### src/rtl/eth_rx_drain_ctrl_pkg.sv
// Shared constants, state encoding and slot-address helper for the receive-memory
// drain controller and its length table.
package eth_rx_drain_ctrl_pkg;

   localparam int SLOT_BYTES = 1024;
   localparam int MAX_SLOTS  = 62;
   localparam int SLOT_SHIFT = 10;
   localparam int LEN_DEPTH  = 64;
   localparam int LEN_AW     = 6;

   typedef enum logic [2:0] {
      S_IDLE,
      S_RD_REQ,
      S_RD_WAIT,
      S_OUT,
      S_NEXT_PKT,
      S_CLR_REQ,
      S_CLR_WAIT
   } drain_state_t;

   // Byte address of the first byte of a packet slot.
   function automatic logic [15:0] slot_base(input logic [LEN_AW-1:0] slot);
      return {slot, {SLOT_SHIFT{1'b0}}};
   endfunction

endpackage

### src/rtl/eth_len_ram.sv
// Per-slot packet length table: one synchronous write port, one asynchronous read port.
module eth_len_ram
   import eth_rx_drain_ctrl_pkg::*;
(
   input  logic              i_eth_clk,
   input  logic              wr_en,
   input  logic [LEN_AW-1:0] wr_addr,
   input  logic [15:0]       wr_data,
   input  logic [LEN_AW-1:0] rd_addr,
   output logic [15:0]       rd_data
);

   logic [15:0] len_mem [LEN_DEPTH];

   always_ff @(posedge i_eth_clk) begin
      if (wr_en) begin
         len_mem[wr_addr] <= wr_data;
      end
   end

   assign rd_data = len_mem[rd_addr];

endmodule

### src/rtl/eth_rx_drain_ctrl.sv
// Drains packets from receive memory slot by slot as a byte stream, then asks the
// receive engine to clear its write address once every reported packet is emitted.
module eth_rx_drain_ctrl
   import eth_rx_drain_ctrl_pkg::*;
#(
   parameter int P_SLOT_BYTES = SLOT_BYTES,
   parameter int P_MAX_SLOTS  = MAX_SLOTS
)(
   input  logic        i_eth_clk,
   input  logic        i_rst_n,
   input  logic [9:0]  i_packet_count,
   input  logic        i_rx_busy,
   input  logic        i_valid_packet,
   input  logic [15:0] i_pkt_len,
   output logic [15:0] o_mem_rd_addr,
   output logic        o_mem_rd_en,
   input  logic [7:0]  i_mem_rd_data,
   output logic [7:0]  o_data,
   output logic        o_data_valid,
   output logic        o_data_last,
   input  logic        i_data_ready,
   output logic        o_rst_waddr,
   output logic        o_busy,
   output logic [9:0]  o_drained_count
);

   localparam logic [15:0] SLOT_BYTES_W = 16'(P_SLOT_BYTES);
   localparam logic [9:0]  MAX_SLOTS_W  = 10'(P_MAX_SLOTS);

   drain_state_t state_reg, state_next;
   logic [9:0]   rd_slot_reg, rd_slot_next;
   logic [10:0]  byte_cnt_reg, byte_cnt_next;
   logic [15:0]  addr_reg, addr_next;
   logic [7:0]   data_reg, data_next;
   logic         valid_reg, valid_next;
   logic         last_reg, last_next;
   logic [9:0]   drained_reg, drained_next;
   logic         clr_cnt_reg, clr_cnt_next;

   logic              len_wr_en;
   logic [LEN_AW-1:0] len_wr_addr;
   logic [15:0]       len_wr_data;
   logic [15:0]       len_rd_data;
   logic [15:0]       cur_len;

   assign len_wr_en   = i_valid_packet && (i_packet_count != '0) && (i_packet_count <= MAX_SLOTS_W);
   assign len_wr_addr = LEN_AW'(i_packet_count - 10'd1);
   assign len_wr_data = (i_pkt_len > SLOT_BYTES_W) ? SLOT_BYTES_W : i_pkt_len;

   eth_len_ram u_len_ram (
      .i_eth_clk (i_eth_clk),
      .wr_en     (len_wr_en),
      .wr_addr   (len_wr_addr),
      .wr_data   (len_wr_data),
      .rd_addr   (rd_slot_reg[LEN_AW-1:0]),
      .rd_data   (len_rd_data)
   );

   // The count rises in the same cycle the length is written, so forward it.
   assign cur_len = (len_wr_en && (len_wr_addr == rd_slot_reg[LEN_AW-1:0])) ? len_wr_data : len_rd_data;

   always_ff @(posedge i_eth_clk or negedge i_rst_n) begin
      if (!i_rst_n) begin
         state_reg    <= S_IDLE;
         rd_slot_reg  <= '0;
         byte_cnt_reg <= '0;
         addr_reg     <= '0;
         data_reg     <= '0;
         valid_reg    <= 1'b0;
         last_reg     <= 1'b0;
         drained_reg  <= '0;
         clr_cnt_reg  <= 1'b0;
      end else begin
         state_reg    <= state_next;
         rd_slot_reg  <= rd_slot_next;
         byte_cnt_reg <= byte_cnt_next;
         addr_reg     <= addr_next;
         data_reg     <= data_next;
         valid_reg    <= valid_next;
         last_reg     <= last_next;
         drained_reg  <= drained_next;
         clr_cnt_reg  <= clr_cnt_next;
      end
   end

   always_comb begin
      state_next    = state_reg;
      rd_slot_next  = rd_slot_reg;
      byte_cnt_next = byte_cnt_reg;
      addr_next     = addr_reg;
      data_next     = data_reg;
      valid_next    = valid_reg;
      last_next     = last_reg;
      drained_next  = drained_reg;
      clr_cnt_next  = clr_cnt_reg;

      case (state_reg)
         S_IDLE: begin
            if (rd_slot_reg < i_packet_count) begin
               byte_cnt_next = cur_len[10:0];
               addr_next     = slot_base(rd_slot_reg[LEN_AW-1:0]);
               state_next    = (cur_len == '0) ? S_NEXT_PKT : S_RD_REQ;
            end else if ((i_packet_count != '0) && (rd_slot_reg == i_packet_count) && !i_rx_busy) begin
               state_next = S_CLR_REQ;
            end
         end
         S_RD_REQ: begin
            state_next = S_RD_WAIT;
         end
         S_RD_WAIT: begin
            data_next  = i_mem_rd_data;
            valid_next = 1'b1;
            last_next  = (byte_cnt_reg == 11'd1);
            state_next = S_OUT;
         end
         S_OUT: begin
            if (i_data_ready) begin
               valid_next    = 1'b0;
               last_next     = 1'b0;
               addr_next     = addr_reg + 16'd1;
               byte_cnt_next = byte_cnt_reg - 11'd1;
               state_next    = (byte_cnt_reg == 11'd1) ? S_NEXT_PKT : S_RD_REQ;
            end
         end
         S_NEXT_PKT: begin
            rd_slot_next = rd_slot_reg + 10'd1;
            drained_next = (drained_reg == 10'h3FF) ? drained_reg : drained_reg + 10'd1;
            state_next   = S_IDLE;
         end
         S_CLR_REQ: begin
            // Engine may go busy again here; the request simply stays up until it clears.
            if (i_packet_count == '0) begin
               clr_cnt_next = 1'b0;
               state_next   = S_CLR_WAIT;
            end
         end
         S_CLR_WAIT: begin
            rd_slot_next = '0;
            drained_next = '0;
            clr_cnt_next = 1'b1;
            if (clr_cnt_reg) begin
               state_next = S_IDLE;
            end
         end
         default: begin
            state_next = S_IDLE;
         end
      endcase
   end

   assign o_mem_rd_addr   = addr_reg;
   assign o_mem_rd_en     = (state_reg == S_RD_REQ);
   assign o_data          = data_reg;
   assign o_data_valid    = valid_reg;
   assign o_data_last     = last_reg;
   assign o_rst_waddr     = (state_reg == S_CLR_REQ);
   assign o_busy          = (state_reg != S_IDLE);
   assign o_drained_count = drained_reg;

endmodule

### config.mk
export PLATFORM = sky130hd
export DESIGN_NAME = eth_rx_drain_ctrl
export DESIGN_NICKNAME = d
export VERILOG_FILES = /design/src/rtl/eth_rx_drain_ctrl_pkg.sv /design/src/rtl/eth_len_ram.sv /design/src/rtl/eth_rx_drain_ctrl.sv
export SDC_FILE = /design/constraint.sdc
export NUM_CORES = 1
export LEC_CHECK = 0
export CORE_MARGIN = 4
export CORE_UTILIZATION = 40
export CTS_CLUSTER_SIZE = 8
export DETAILED_ROUTE_END_ITERATION = 10
export GPL_ROUTABILITY_DRIVEN = 0
export HOLD_SLACK_MARGIN = 0.1
export PLACE_DENSITY_LB_ADDON = 0.05
export SLEW_MARGIN = 30
export SYNTH_ARGS = -nofsm -noshare
export SYNTH_HDL_FRONTEND = slang
export SYNTH_SLANG_ARGS = --single-unit
### constraint.sdc
create_clock -name i_eth_clk -period 7.6 [get_ports i_eth_clk]
set_input_delay 1.52 -clock i_eth_clk [delete_from_list [all_inputs] [get_ports i_eth_clk]]
set_output_delay 1.52 -clock i_eth_clk [all_outputs]
set_load 0.05 [all_outputs]
==> results of run 1 <==
==> worst reg2reg max path: cells and delay by family, from the launching register on <==
family / cells / cell delay (ps)
AOI/OAI and AO/OA: 5 / 1810
DFF: 1 / 680
buffers and inverters: 1 / 590
and+or+nand+nor: 2 / 390
muxes: 2 / 990
==> worst max path at each step <==
stage,end,depth (start not counted),from,slack (ps)
3_5_place_dp,state_reg[0],12,i_packet_count[0],2280
3_3_place_gp,state_reg[0],12,i_packet_count[0],2350
6_report,state_reg[0],10,rd_slot_reg[0],3020
5_1_grt,state_reg[0],11,i_packet_count[0],2920
2_1_floorplan,state_reg[0],9,i_pkt_len[0],3460
4_1_cts,state_reg[0],10,rd_slot_reg[0],3040
==> final cells by class <==
class                           instances  area (µm²)
Fill cell                            9101       56000
Multi-Input combinational cell       1413       11100
Clock buffer                          172        3940
Sequential cell                      1085       32300
Inverter                               23        86.3
Tap cell                             1403        1760
Timing Repair Buffer                  185        1640
Antenna cell                            2        5.00
Clock inverter                         13         195
==> kinds of logic (layout without fill, tap and decap cells) <==
family	after synthesis	count (layout)	share of synthesized area, %
flops	1085	1085	74.9
fa+ha+maj	18	18	0.523
buf+inv	144	393	2.08
compound gates	300	300	4.64
mux	276	276	11.9
simple gates	479	479	5.56
other cells	1	322	0.00870
xor+xnor	20	20	0.407
==> routing by layer <==
metal	part of all wire, %	wire length [µm]	vias up
met4	2.5	2790	8
met2	49	55100	681
met1	43	48200	11982
met3	6.2	6960	165
li1	-	-	10202
met5	0.050	56	-
==> cells in the mapped netlist, types with 24 or more instances <==
library cell	n
buf_2	30
nor4_1	37
mux4_2	149
buf_6	24
o21ai_0	56
mux4_1	27
dfrtp_1	61
mux2i_1	66
edfxtp_1	1024
mux2_2	34
clkbuf_1	34
nand3_1	38
nand2_1	88
nor2_1	154
a22oi_1	27
a21oi_1	68
nor3_1	47
==> stage by stage <==
| stage | worst slack, ps | power (mW) | cell area (µm²) | instances |
|---|---|---|---|---|
| 2_1_floorplan | 3460 | 7.25 | 44300 | 2642 |
| 3_3_place_gp | 2350 | 7.48 | 46900 | 4107 |
| 3_5_place_dp | 2280 | 7.48 | 46900 | 4107 |
| 4_1_cts | 3040 | 13.6 | 51000 | 4292 |
| 5_1_grt | 2920 | 13.9 | 51000 | 4294 |
| 6_report | 3020 | 13.4 | 51100 | 4296 |
==> power by group <==
group	internal [mW]	leakage [nW]	switching, mW
logic	0.256	4.54	0.472
clock network	3.63	2.02	2.38
registers	6.58	8.83	0.0801
==> metrics, run 1 <==
status complete, no violations; Worst path slowest cell a221oi_1; Clock Path Buffers 3; biggest area consumer among synthesized cells edfxtp_1; Reg2Reg Depth 10; clk_skew between 20 and 30 ps; crit-path max cell delay 830 ps; fmax 218 MHz; CP Buf/Inv Count 1; worst path required time 8220 ps; Setup CP Type flop to flop; Layout Nets just under 3000; clock-pin transition on the worst setup and hold timing paths 50 ps; height of the chip ~340 µm; Routed wire per std cell about 26 µm; layout cell share with drive strength beyond 1 between 10% and 20%; Async SR Flop Fraction under 10%; Synth Warn # 0; RSZ-0062 raised after global routing no; R2R Path End state_reg[0]; most common cell after layout, fill and taps aside edfxtp_1; Pleak 15.4 nW; measured slew at the worst slew-check pin around 1000 ps; Mapped Cells 2323; Total Wirelength about 110000 µm; clock root buffer clkbuf_16; Layout area overhead 18.5%; first-pass GRT wire length ~160000 µm; grt met2 use between 30% and 40%; routing usage on met1 about 27%; Worst path most repeated cell a31oi_1; postcts setup bufs 0; setup TNS 0 ps; Slew Viols, Final 0; Worst Path Max Fanout between 100 and 150; chip width roughly 340 µm; Synth Flop Type edfxtp_1; clock sinks between 1000 and 1500; Yosys reg bits roughly 1100; sequential share of the synthesized area roughly three quarters; hold slack ~480 ps; Util after Layout 47.7%; WP data arrival about 5200 ps; CP Launch Type flop; vias per cell around 5.4; HP Class flop to flop; max FFs per register around 1000; io pins between 70 and 80; core area about 110000 µm²; # port buffers between 70 and 80; number of global-route vias before repair between 20000 and 25000; Rel. slew slack a little over a third; Worst VDD drop between 0.15 and 0.2 mV; Post-Syn Area roughly 43000 µm²; Area contributors post-synth edfxtp_1, mux4_2, dfrtp_1, mux4_1, mux2i_1; drt first pass iters 5; CP cell instances buf_12, mux4_2, mux2_2, a221oi_1, a31oi_1, o211ai_1, and2_1, and4b_1, a41o_1, a31oi_1; fin crit share 60.2%; overall global routing resource usage approximately a fifth; floorplan row count 120; Final ANT Viol Nets 0; Syn Area/Cell between 15 and 20 µm²; Hold Crit Endpoint o_data_valid; post-CTS sizing 0; initial antenna violation count 7; total gr overflow 0; hold wc startpoint o_data_valid; Clk Latency, worst-skew pair 740 ps; CTS Hold Bufs 0; via count ~23000; Initial Util 40.2%; DP Wirelength approximately 68000 µm; Final Hold Vio Count 0; Max Cap Viol 0; CTS tree yes; delay-heaviest family, CP compound AO/OA/AOI/OAI gates; largest net degree at the start of global routing a little over 100; top-area cell type share of the netlist area a little under three quarters; r2r setup slk between 3000 and 4000 ps; CTS buffer count roughly 150; DRC Markers 0; EDFF count, synth ~1000; number of distinct library cells after synthesis between 80 and 90; H-tree levels 4; die area between 100000 and 150000 µm²; worst r2r src rd_slot_reg[0]; busiest grt layer met2; leading cell types in the layout, fill and taps excluded edfxtp_1, conb_1, clkbuf_16; Initial DRC Count 1757; Final setup viols 0; PwrDens between 200 and 300 nW/µm²; crit end category flop; hold depth 1; crit path time final roughly 4600 ps; met3 Track Usage GR under 10%
No activity file was read; power rests on OpenSTA's default activity.
==> inputs of run 2 (changes only) <==
==> constraint.sdc (replaced) <==
create_clock -name i_eth_clk -period 4.4 [get_ports i_eth_clk]
set_input_delay 0.88 -clock i_eth_clk [delete_from_list [all_inputs] [get_ports i_eth_clk]]
set_output_delay 0.88 -clock i_eth_clk [all_outputs]
set_load 0.05 [all_outputs]
==> run 2 against run 1 <==
- sequential power up 73%
- clock skew down 8.5 ps
- combinational power up 74%
- setup slack worse by 2500 ps
- global-route usage up 0.50 points
- sequential share of layout area down 1.0 points
- fmax up 18%
- clock power up 73%
- design area up 1.7%
- first-iteration DRC count up 15%
- die area unchanged
- critical path type unchanged
- largest cell class unchanged
- highest routed layer unchanged
==> metrics, run 2 (synthesized netlist as in run 1, its figures left out) <==
status complete, no violations (unchanged); DRC Markers 0 (unchanged); Rel. slew slack 31.9% (was 35.0%); Crit. Startpoint rd_slot_reg[0] (unchanged); worst path required time 5010 ps (was 8220 ps); DP Wirelength 72900 µm (was 67500 µm); clk_skew 19.0 ps (was 27.5 ps); CP Launch Type flop (unchanged); crit end category flop (unchanged); Total Wirelength 115000 µm (was 113000 µm); io pins 78 (unchanged); routing usage on met1 27.5% (was 26.8%); Worst Setup Slack, final 532 ps (was 3020 ps); Max Cap Viol 0 (unchanged); Internal 18.1 mW (was 10.5 mW); Final ANT Viol Nets 0 (unchanged); Final setup viols 0 (unchanged); post-place setup slack 259 ps (was 2280 ps); core area 107000 µm² (unchanged); initial antenna violation count 5 (was 7); number of global-route vias before repair 24353 (was 23847); Pleak 15.9 nW (was 15.4 nW); via count 23404 (was 23038); drt first pass iters 5 (unchanged); most common cell after layout, fill and taps aside edfxtp_1 (unchanged); Worst Path Max Fanout 30 (was 102); die area 113000 µm² (unchanged); Setup CP Type flop to flop (unchanged); overall global routing resource usage 20.7% (was 20.2%); Layout area overhead 20.5% (was 18.5%); chip width 336 µm (unchanged); Clk Latency, worst-skew pair 730 ps (was 740 ps); Clock Path Buffers 3 (unchanged); Layout Nets 3000 (was 2918); Worst path slowest cell dfrtp_4 (was a221oi_1); Initial Util 40.2% (unchanged); CTS buffer count 154 (was 153); # port buffers 77 (unchanged); busiest grt layer met2 (unchanged); crit-path max cell delay 600 ps (was 830 ps); Routed wire per std cell 26.3 µm (about the same); H-tree levels 4 (unchanged); Clk pwr share 45.0% (was 44.8%); CP cell instances buf_12, buf_4, mux4_2, mux2_2, nand3_1, o2111ai_1, nor3_2, a2bb2oi_1, and4bb_1, a41o_1, a31oi_1 (was buf_12, mux4_2, mux2_2, a221oi_1, a31oi_1, o211ai_1, and2_1, and4b_1, a41o_1, a31oi_1); largest net degree at the start of global routing 65 (was 103); leading cell types in the layout, fill and taps excluded edfxtp_1, conb_1, buf_4 (was edfxtp_1, conb_1, clkbuf_16); clock-pin transition on the worst setup and hold timing paths 50 ps (about the same); switching share of power 21.9% (about the same); RSZ-0062 raised after global routing no (unchanged); clock sinks 1085 (unchanged); PwrDens 447 nW/µm² (was 262 nW/µm²); height of the chip 336 µm (unchanged); layout cell share with drive strength beyond 1 19.3% (was 17.0%); WP data arrival 4480 ps (was 5190 ps); worst r2r src rd_slot_reg[0] (unchanged); combinational power share 5.5% (was 5.4%); HP Class input port to async pin (was flop to flop); Initial DRC Count 2025 (was 1757); post-CTS sizing 0 (unchanged); grt met2 use 34.1% (was 33.3%); crit path time final 3870 ps (was 4580 ps); fin crit share 87.9% (was 60.2%); sequential share of power 49.5% (was 49.7%); Final Hold Vio Count 0 (unchanged); fill cell total of the finished layout 9020 (was 9101); vias per cell 5.34 (was 5.36); Switch Pwr 5.09 mW (was 2.93 mW); total gr overflow 0 (unchanged); CTS Hold Bufs 0 (unchanged); floorplan row count 120 (unchanged); postcts setup bufs 0 (unchanged); first-pass GRT wire length 167000 µm (was 163000 µm); Worst VDD drop 0.293 mV (was 0.186 mV); measured slew at the worst slew-check pin 1020 ps (was 975 ps); Slew Viols, Final 0 (unchanged); met3 Track Usage GR 4.20% (was 4.59%); fmax 259 MHz (was 218 MHz); max FFs per register 1024 (unchanged); clock root buffer clkbuf_16 (unchanged); setup TNS 0 ps (unchanged); CTS tree yes (unchanged)
[run 2: changes by cell type in the layout (fill, tap and decap cells not counted), sizes merged]
cell / previous run / this run
clkbuf: 172 / 173
clkinv: 6 / 10
buf: 109 / 190
inv: 30 / 27
[run 2: layout make-up]
class	count	area (µm²)	area share, %
repair buffers	266	2470	4.76
clock inverters	14	205	0.395
inverters	23	86.3	0.166
diodes	2	5.00	0.00964
flip-flops and latches	1085	32300	62.2
multi-input cells	1413	11100	21.4
well taps	1403	1760	3.38
clock buffers	173	3970	7.65
[run 2: worst paths after layout]
| check | end | depth (start not counted) | slack [ps] |
|---|---|---|---|
| worst max register to register | state_reg[0] | 11 | 530 |
| worst min register to register | o_data_valid | 1 | 480 |
| worst min-delay path | o_data[4] | 1 | 250 |
| worst max-delay path | state_reg[0] | 11 | 530 |
| min in group i_eth_clk | o_data_valid | 1 | 480 |
| max in group asynchronous | byte_cnt_reg[5] | 2 | 3270 |
[run 2: critical path, delay by kind of cell, from the launching register on]
family	cells	cell delay, ps
flops	1	600
simple gates	3	780
compound gates	4	900
mux	2	810
buf+inv	2	610
[run 2: power by group through the flow]
stage / Sequential, mW / Clock [mW] / Combinational, mW
global route: 11.5 / 11.2 / 1.38
CTS: 11.5 / 10.7 / 1.26
detailed placement: 11.7 / 0 / 1.26
floorplan: 11.9 / 0 / 0.634
global placement: 11.7 / 0 / 1.25
finish: 11.5 / 10.4 / 1.27
[run 2: per-layer routing]
layer  vias up  routed length (µm)
met4         4                3560
met3       188                7260
met1     12157               47900
met5         -                  29
li1      10353                   -
met2       702               56300
[run 2: through the flow]
step           instances  power [mW]  area [µm²]  util (%)  hold slack [ps]
6_report            4379        23.2       51900      48.5              248
5_1_grt             4377        24.1       51900      48.5              298
4_1_cts             4377        23.5       51900      48.5              235
3_5_place_dp        4190        12.9       47700      44.6              469
3_3_place_gp        4190        12.9       47700      44.6              466
2_1_floorplan       2642        12.5       44300         -              466
==> inputs of run 3 (changes only) <==
--- a/config.mk
+++ b/config.mk
@@ -5,6 +5,7 @@
 export SDC_FILE = /design/constraint.sdc
 export NUM_CORES = 1
 export LEC_CHECK = 0
+export ABC_CLOCK_PERIOD_IN_PS = 4400
 export CORE_MARGIN = 4
 export CORE_UTILIZATION = 40
 export CTS_CLUSTER_SIZE = 8
@@ -12,6 +13,7 @@
 export GPL_ROUTABILITY_DRIVEN = 0
 export HOLD_SLACK_MARGIN = 0.1
 export PLACE_DENSITY_LB_ADDON = 0.05
+export SETUP_SLACK_MARGIN = 0.1
 export SLEW_MARGIN = 30
 export SYNTH_ARGS = -nofsm -noshare
 export SYNTH_HDL_FRONTEND = slang
==> results of run 3 <==
No change in the layout: final DEF, timing and power equal those of run 2.
